$ cat src/rtl/switch_outport_ctl.sv
// Purpose: per-output switch port; buffers granted flits, sends them on the link under credits, tracks wormhole state.
// Latency: a flit pushed into an empty FIFO with credit available is on flit_out with valid_out one cycle later.
// Backpressure: busy_out (registered full) stalls the allocator; zero credits hold the FIFO head.
module switch_outport_ctl #(
  parameter int FLIT_W  = 80,
  parameter int DEPTH   = 4,
  parameter int CREDITS = 4,
  parameter int CNT_W   = 16,
  parameter int FTYPEWD = 2,
  parameter logic [FTYPEWD-1:0] ENC_PAYL = 2'b00,
  parameter logic [FTYPEWD-1:0] ENC_TAIL = 2'b01,
  parameter logic [FTYPEWD-1:0] ENC_HEAD = 2'b10,
  parameter logic [FTYPEWD-1:0] ENC_SING = 2'b11
) (
  input  logic              clk,
  input  logic              rst,
  input  logic [FLIT_W-1:0] flit_in,
  input  logic              valid_in,
  output logic              busy_out,
  output logic [FLIT_W-1:0] flit_out,
  output logic              valid_out,
  input  logic              credit_in,
  output logic              pkt_open,
  output logic [CNT_W-1:0]  pkt_count,
  output logic              proto_err
);

  localparam int AW = $clog2(DEPTH);
  localparam int CW = $clog2(CREDITS + 1);
  localparam logic [AW:0]   FULL_CNT = (AW+1)'(DEPTH);
  localparam logic [AW:0]   CNT_ONE  = (AW+1)'(1);
  localparam logic [AW-1:0] PTR_ONE  = AW'(1);
  localparam logic [CW-1:0] CRED_MAX = CW'(CREDITS);
  localparam logic [CW-1:0] CRED_ONE = CW'(1);

  typedef enum logic {IDLE, OPEN} state_t;

  logic [FLIT_W-1:0]  mem [DEPTH];
  logic [AW-1:0]      wr_ptr;
  logic [AW-1:0]      rd_ptr;
  logic [AW:0]        count;
  logic [CW-1:0]      cred;
  state_t             state;
  state_t             state_nxt;
  logic               push;
  logic               pop;
  logic               drop_err;
  logic               cred_err;
  logic               fsm_err;
  logic [FTYPEWD-1:0] in_type;
  logic [FTYPEWD-1:0] out_type;

  // Full and credit decodes come only from registered state, so there is no path from valid_in/credit_in to busy_out.
  assign busy_out  = (count == FULL_CNT);
  assign valid_out = (count != '0) && (cred != '0);
  assign push      = valid_in && !busy_out;
  assign pop       = valid_out;
  assign flit_out  = mem[rd_ptr];
  assign in_type   = flit_in[FTYPEWD-1:0];
  assign out_type  = flit_out[FTYPEWD-1:0];

  // A flit arriving while full is dropped; a credit beyond the downstream depth is ignored.
  assign drop_err  = valid_in && busy_out;
  assign cred_err  = credit_in && !pop && (cred == CRED_MAX);

  // FIFO storage: written at the write pointer on push, cleared on reset so flit_out reads 0.
  always_ff @(posedge clk or posedge rst) begin
    if (rst) begin
      for (int i = 0; i < DEPTH; i++) mem[i] <= '0;
    end else if (push) begin
      mem[wr_ptr] <= flit_in;
    end
  end

  // Pointers wrap naturally; count tracks occupancy and is unchanged on simultaneous push and pop.
  always_ff @(posedge clk or posedge rst) begin
    if (rst) begin
      wr_ptr <= '0;
      rd_ptr <= '0;
      count  <= '0;
    end else begin
      if (push) wr_ptr <= wr_ptr + PTR_ONE;
      if (pop)  rd_ptr <= rd_ptr + PTR_ONE;
      case ({push, pop})
        2'b10:   count <= count + CNT_ONE;
        2'b01:   count <= count - CNT_ONE;
        default: count <= count;
      endcase
    end
  end

  // Credit counter: pop consumes, credit_in returns, both together cancel, saturates at CREDITS.
  always_ff @(posedge clk or posedge rst) begin
    if (rst) begin
      cred <= CRED_MAX;
    end else if (pop && !credit_in) begin
      cred <= cred - CRED_ONE;
    end else if (!pop && credit_in && (cred != CRED_MAX)) begin
      cred <= cred + CRED_ONE;
    end
  end

  // Packet state register.
  always_ff @(posedge clk or posedge rst) begin
    if (rst) state <= IDLE;
    else     state <= state_nxt;
  end

  // Packet next state: only accepted flits advance it; illegal types leave it where it was.
  always_comb begin
    state_nxt = state;
    if (push) begin
      case (state)
        IDLE:    if (in_type == ENC_HEAD) state_nxt = OPEN;
        OPEN:    if (in_type == ENC_TAIL) state_nxt = IDLE;
        default: state_nxt = IDLE;
      endcase
    end
  end

  // Packet outputs: open flag, and a type violation on an accepted flit.
  always_comb begin
    pkt_open = (state == OPEN);
    fsm_err  = 1'b0;
    if (push) begin
      if (state == IDLE)
        fsm_err = (in_type == ENC_PAYL) || (in_type == ENC_TAIL);
      else
        fsm_err = (in_type == ENC_HEAD) || (in_type == ENC_SING);
    end
  end

  // Completed packets are counted when their last flit leaves on the link.
  always_ff @(posedge clk or posedge rst) begin
    if (rst) begin
      pkt_count <= '0;
    end else if (pop && ((out_type == ENC_TAIL) || (out_type == ENC_SING))) begin
      pkt_count <= pkt_count + CNT_W'(1);
    end
  end

  // Sticky protocol error, cleared only by reset.
  always_ff @(posedge clk or posedge rst) begin
    if (rst) begin
      proto_err <= 1'b0;
    end else if (drop_err || cred_err || fsm_err) begin
      proto_err <= 1'b1;
    end
  end

endmodule

$ cat config.mk
export PLATFORM = sky130hd
export DESIGN_NAME = switch_outport_ctl
export DESIGN_NICKNAME = d
export VERILOG_FILES = /design/src/rtl/switch_outport_ctl.sv
export SDC_FILE = /design/constraint.sdc
export NUM_CORES = 1
export LEC_CHECK = 0
export BUFFER_PORTS_ARGS = -buffer_cell sky130_fd_sc_hd__buf_2
export CORE_MARGIN = 2
export CORE_UTILIZATION = 45
export DETAILED_ROUTE_END_ITERATION = 10
export SYNTH_ARGS = -nofsm -noshare
export SYNTH_HDL_FRONTEND = slang
export SYNTH_SLANG_ARGS = --single-unit
$ cat constraint.sdc
create_clock -name clk -period 26.7 [get_ports clk]
set_input_delay 5.34 -clock clk [delete_from_list [all_inputs] [get_ports clk]]
set_output_delay 5.34 -clock clk [all_outputs]
set_load 0.02 [all_outputs]
==> impl_results.html <==
<table>
<tr><th>Metric</th><th>Value</th></tr>
<tr><th colspan="2">Status</th></tr>
<tr><td>Outcome</td><td>finished, final reports clean</td></tr>
<tr><th colspan="2">Synth</th></tr>
<tr><td>Top cells by area in the synthesized netlist</td><td>sky130_fd_sc_hd__dfrtp_1 (57%), sky130_fd_sc_hd__mux2_2 (21%), sky130_fd_sc_hd__mux4_2 (12%)</td></tr>
<tr><td>Number of instances in the synthesized netlist</td><td>915</td></tr>
<tr><td>Number of warnings reported in the yosys synthesis log</td><td>0</td></tr>
<tr><td>Fraction of synthesis flops using an asynchronous set or reset pin</td><td>100%</td></tr>
<tr><td>Dominant synthesized flop cell</td><td>sky130_fd_sc_hd__dfrtp_1</td></tr>
<tr><td>Post-synth EDFFs</td><td>0</td></tr>
<tr><td>Number of flip-flops and latches in the synthesized netlist</td><td>348</td></tr>
<tr><td>Net count after synthesis</td><td>1,007</td></tr>
<tr><td>Yosys top cell by area</td><td>sky130_fd_sc_hd__dfrtp_1</td></tr>
<tr><td>Yosys top cell area share</td><td>57.0%</td></tr>
<tr><td>Mapped Avg Cell Area</td><td>16.6 um^2</td></tr>
<tr><td>Area of the mapped netlist</td><td>15,200 um^2</td></tr>
<tr><td>Sequential fraction of the synthesis area</td><td>57.2%</td></tr>
<tr><td>Yosys cell types</td><td>37</td></tr>
<tr><th colspan="2">Route</th></tr>
<tr><td>Total length of routed wires</td><td>30,900 um</td></tr>
<tr><td>Iteration-0 DRC count of the detailed router</td><td>372</td></tr>
<tr><td>Antenna-violating nets left</td><td>0</td></tr>
<tr><td>Ratio of routed vias to standard cells</td><td>5.35</td></tr>
<tr><td>Total via count in the routed design</td><td>8,391</td></tr>
<tr><td>Drt pass-1 iters</td><td>4</td></tr>
<tr><td>DR WL/cell</td><td>19.7 um</td></tr>
<tr><td>DRC violations left</td><td>0</td></tr>
<tr><th colspan="2">Placement</th></tr>
<tr><td>Final RePlAce weighted congestion</td><td>0.737</td></tr>
<tr><td>Post-detailed-placement half-perimeter wirelength</td><td>19,000 um</td></tr>
<tr><td>IO buf count</td><td>183</td></tr>
<tr><th colspan="2">Global route</th></tr>
<tr><td>Pin count of the biggest net entering global routing</td><td>119</td></tr>
<tr><td>M2 GR Usage</td><td>29.4%</td></tr>
<tr><td>Met3 track demand over resource</td><td>4.75%</td></tr>
<tr><td>Most crowded layer after global routing</td><td>met2</td></tr>
<tr><td>Global-route wire length before repair</td><td>51,300 um</td></tr>
<tr><td>Global-route track usage on met1</td><td>24.9%</td></tr>
<tr><td>Vias in the first global route</td><td>9,229</td></tr>
<tr><td>Number of antenna violations at the first check in global routing</td><td>5</td></tr>
<tr><td>Overall Global Routing Usage</td><td>18.3%</td></tr>
<tr><td>Leftover overflow at the end of global routing</td><td>0</td></tr>
<tr><th colspan="2">Clocking</th></tr>
<tr><td>Number of H-tree branching levels</td><td>2</td></tr>
<tr><td>Cts hold-fix bufs</td><td>0</td></tr>
<tr><td>Clock latency on the worst-skew pair</td><td>0.51 ns</td></tr>
<tr><td>Buffers inserted by post-CTS timing repair</td><td>0</td></tr>
<tr><td>Cells resized by post-CTS repair</td><td>0</td></tr>
<tr><td>Number of buffers added by the clock tree synthesis step</td><td>38</td></tr>
<tr><td>CTS tree</td><td>done</td></tr>
<tr><td>Root buf cell</td><td>sky130_fd_sc_hd__clkbuf_16</td></tr>
<tr><td>Clk pin slew, worst setup/hold paths</td><td>0.06 ns</td></tr>
<tr><td>Clock Sinks</td><td>348</td></tr>
<tr><td>Max Root-Sink Buffers</td><td>3</td></tr>
<tr><th colspan="2">Worst setup path</th></tr>
<tr><td>FF-to-FF setup slack</td><td>23.60 ns</td></tr>
<tr><td>Critical R2R Launch</td><td>count[2]</td></tr>
<tr><td>Path depth of the worst reg2reg path</td><td>5</td></tr>
<tr><td>CP endpoint kind</td><td>primary output</td></tr>
<tr><td>Critical Path Start Type</td><td>flip-flop</td></tr>
<tr><td>Endpoint of the lowest-slack register-to-register path</td><td>mem[121]</td></tr>
<tr><td>Highest net fanout along the worst path</td><td>46</td></tr>
<tr><td>Data arrival time of the critical path</td><td>3.21 ns</td></tr>
<tr><td>Data required, critical path</td><td>21.36 ns</td></tr>
<tr><td>Crit path from</td><td>rd_ptr[0]</td></tr>
<tr><td>Critical setup path kind</td><td>flip-flop to primary output</td></tr>
<tr><td>Worst setup path end</td><td>flit_out[66]</td></tr>
<tr><th colspan="2">STA</th></tr>
<tr><td>Final Skew</td><td>0.0164 ns</td></tr>
<tr><td>Period Utilization, post-route</td><td>32.0%</td></tr>
<tr><td>Measured slew at the worst slew-check pin</td><td>1.07 ns</td></tr>
<tr><td>Fmax</td><td>0.117 GHz</td></tr>
<tr><td>Worst Hold Margin</td><td>0.478 ns</td></tr>
<tr><td>Final count of hold timing violations</td><td>0</td></tr>
<tr><td>Setup repair after global routing missed its margin</td><td>no</td></tr>
<tr><td>Min Clock Period, post-route</td><td>8.55 ns</td></tr>
<tr><td>Setup TNS</td><td>0 ns</td></tr>
<tr><td>Relative slew margins</td><td>28.5%</td></tr>
<tr><td>Max-slew violations</td><td>0</td></tr>
<tr><td>Final number of setup-violating endpoints</td><td>0</td></tr>
<tr><th colspan="2">Die</th></tr>
<tr><td>Horizontal die dimension</td><td>188 um</td></tr>
<tr><td>Number of top-level pins</td><td>184</td></tr>
<tr><td>Die height</td><td>188 um</td></tr>
<tr><td># rows</td><td>67</td></tr>
<tr><td>Total die area</td><td>35,300 um^2</td></tr>
<tr><td>Core Footprint</td><td>33,400 um^2</td></tr>
<tr><td>Starting density of the core</td><td>45.5%</td></tr>
<tr><th colspan="2">Power and ir drop</th></tr>
<tr><td>P_leak</td><td>0.00782 uW</td></tr>
<tr><td>Pwr Density</td><td>142 nW/um^2</td></tr>
<tr><td>Worst supply voltage drop on vdd</td><td>60.8 uV</td></tr>
<tr><th colspan="2">Hold path</th></tr>
<tr><td>Class of the most critical hold timing path</td><td>flip-flop to flip-flop</td></tr>
<tr><th colspan="2">Job</th></tr>
<tr><td>Max-cap viol count</td><td>0</td></tr>
<tr><th colspan="2">Finish</th></tr>
<tr><td>Share of layout cells above drive strength 1</td><td>56.1%</td></tr>
<tr><td>Final-stage net count</td><td>1,186</td></tr>
<tr><td>Layout Area Growth over Synthesis</td><td>16.2%</td></tr>
<tr><td>Layout filler cell count</td><td>2,765</td></tr>
</table>
-- synthesized netlist by cell type, types with 7 or more instances --
cell	instances
sky130_fd_sc_hd__buf_2	10
sky130_fd_sc_hd__buf_4	32
sky130_fd_sc_hd__clkbuf_1	8
sky130_fd_sc_hd__dfrtp_1	347
sky130_fd_sc_hd__inv_1	12
sky130_fd_sc_hd__mux2_1	30
sky130_fd_sc_hd__mux2_2	290
sky130_fd_sc_hd__mux4_2	80
sky130_fd_sc_hd__nand2_1	11
sky130_fd_sc_hd__nand4_1	7
sky130_fd_sc_hd__nor3_1	7
sky130_fd_sc_hd__xnor2_1	17
-- registers in the layout, summed over array words and instances (netlist names) --
signal / flops
wr_ptr: 2
proto_err: 1
rd_ptr: 2
cred: 3
mem: 320
pkt_count: 16
pkt_open: 1
count: 3
-- how the worst min path moves through the flow --
stage                              from             to  slack, ns  cells after the start
after CTS                     proto_err      proto_err       0.48                      1
after floorplan                 mem[10]        mem[10]       0.46                      1
after global placement        proto_err      proto_err       0.45                      1
final                         proto_err      proto_err       0.48                      1
after global routing      pkt_count[15]  pkt_count[15]       0.50                      1
after detailed placement      proto_err      proto_err       0.46                      1
-- metrics by stage --
| step | std cells | total power (uW) | utilization, % | setup WS (ns) | area, um^2 |
|---|---|---|---|---|---|
| final | 1568 | 2510 | 52.9 | 18.15 | 17700 |
| after global placement | 1502 | 2000 | 49.2 | 18.61 | 16500 |
| after floorplan | 915 | 1740 | - | 11.71 | 15200 |
| after CTS | 1567 | 2540 | 52.9 | 18.02 | 17700 |
| after detailed placement | 1502 | 2020 | 49.2 | 18.58 | 16500 |
| after global routing | 1568 | 2670 | 52.9 | 17.85 | 17700 |
-- report_power, final --
part	internal, uW	switching (uW)
logic	550	496
clock network	312	201
registers	793	155
-- worst max-delay path, stage by stage (launching register included) --
cell and delay (ns):
sky130_fd_sc_hd__dfrtp_4 0.93, sky130_fd_sc_hd__buf_4 0.86, sky130_fd_sc_hd__mux4_2 0.61, sky130_fd_sc_hd__buf_2 0.18
-- layer usage --
metal	up-vias	wire, um
li1	3752	-
met1	4418	13700
met2	158	14700
met3	57	1770
met4	6	586
met5	-	38
-- layout make-up --
type                    instances  area, um^2  share of cell area, %
inverters                      12        52.6                  0.297
clock inverters                 7        88.8                  0.502
clock buffers                  58        1140                   6.43
multi-input cells             501        6140                   34.7
repair buffers                193         991                   5.60
well taps                     448         561                   3.17
diodes                          1        2.50                 0.0141
flip-flops and latches        348        8720                   49.3
-- cell families after synthesis --
| logic type | after synthesis | share of synthesized area (%) |
|---|---|---|
| XOR/XNOR | 23 | 1.32 |
| adder cells (fa/ha/maj) | 8 | 0.756 |
| multiplexers | 402 | 35.6 |
| AND/OR/NAND/NOR | 55 | 1.97 |
| AO/OA/AOI/OAI | 13 | 0.526 |
| buffers and inverters | 66 | 2.60 |
| flip-flops | 348 | 57.2 |
-- cell usage in the layout (no fill, tap or decap), drive strengths merged, types with 7 or more instances in the layout --
cell      n
buf     193
dfrtp   347
nand4     7
inv      13
xnor2    17
clkbuf   58
mux2    320
nor3      7
nand2    15
mux4     80
No activity file was read; power rests on OpenSTA's default activity.
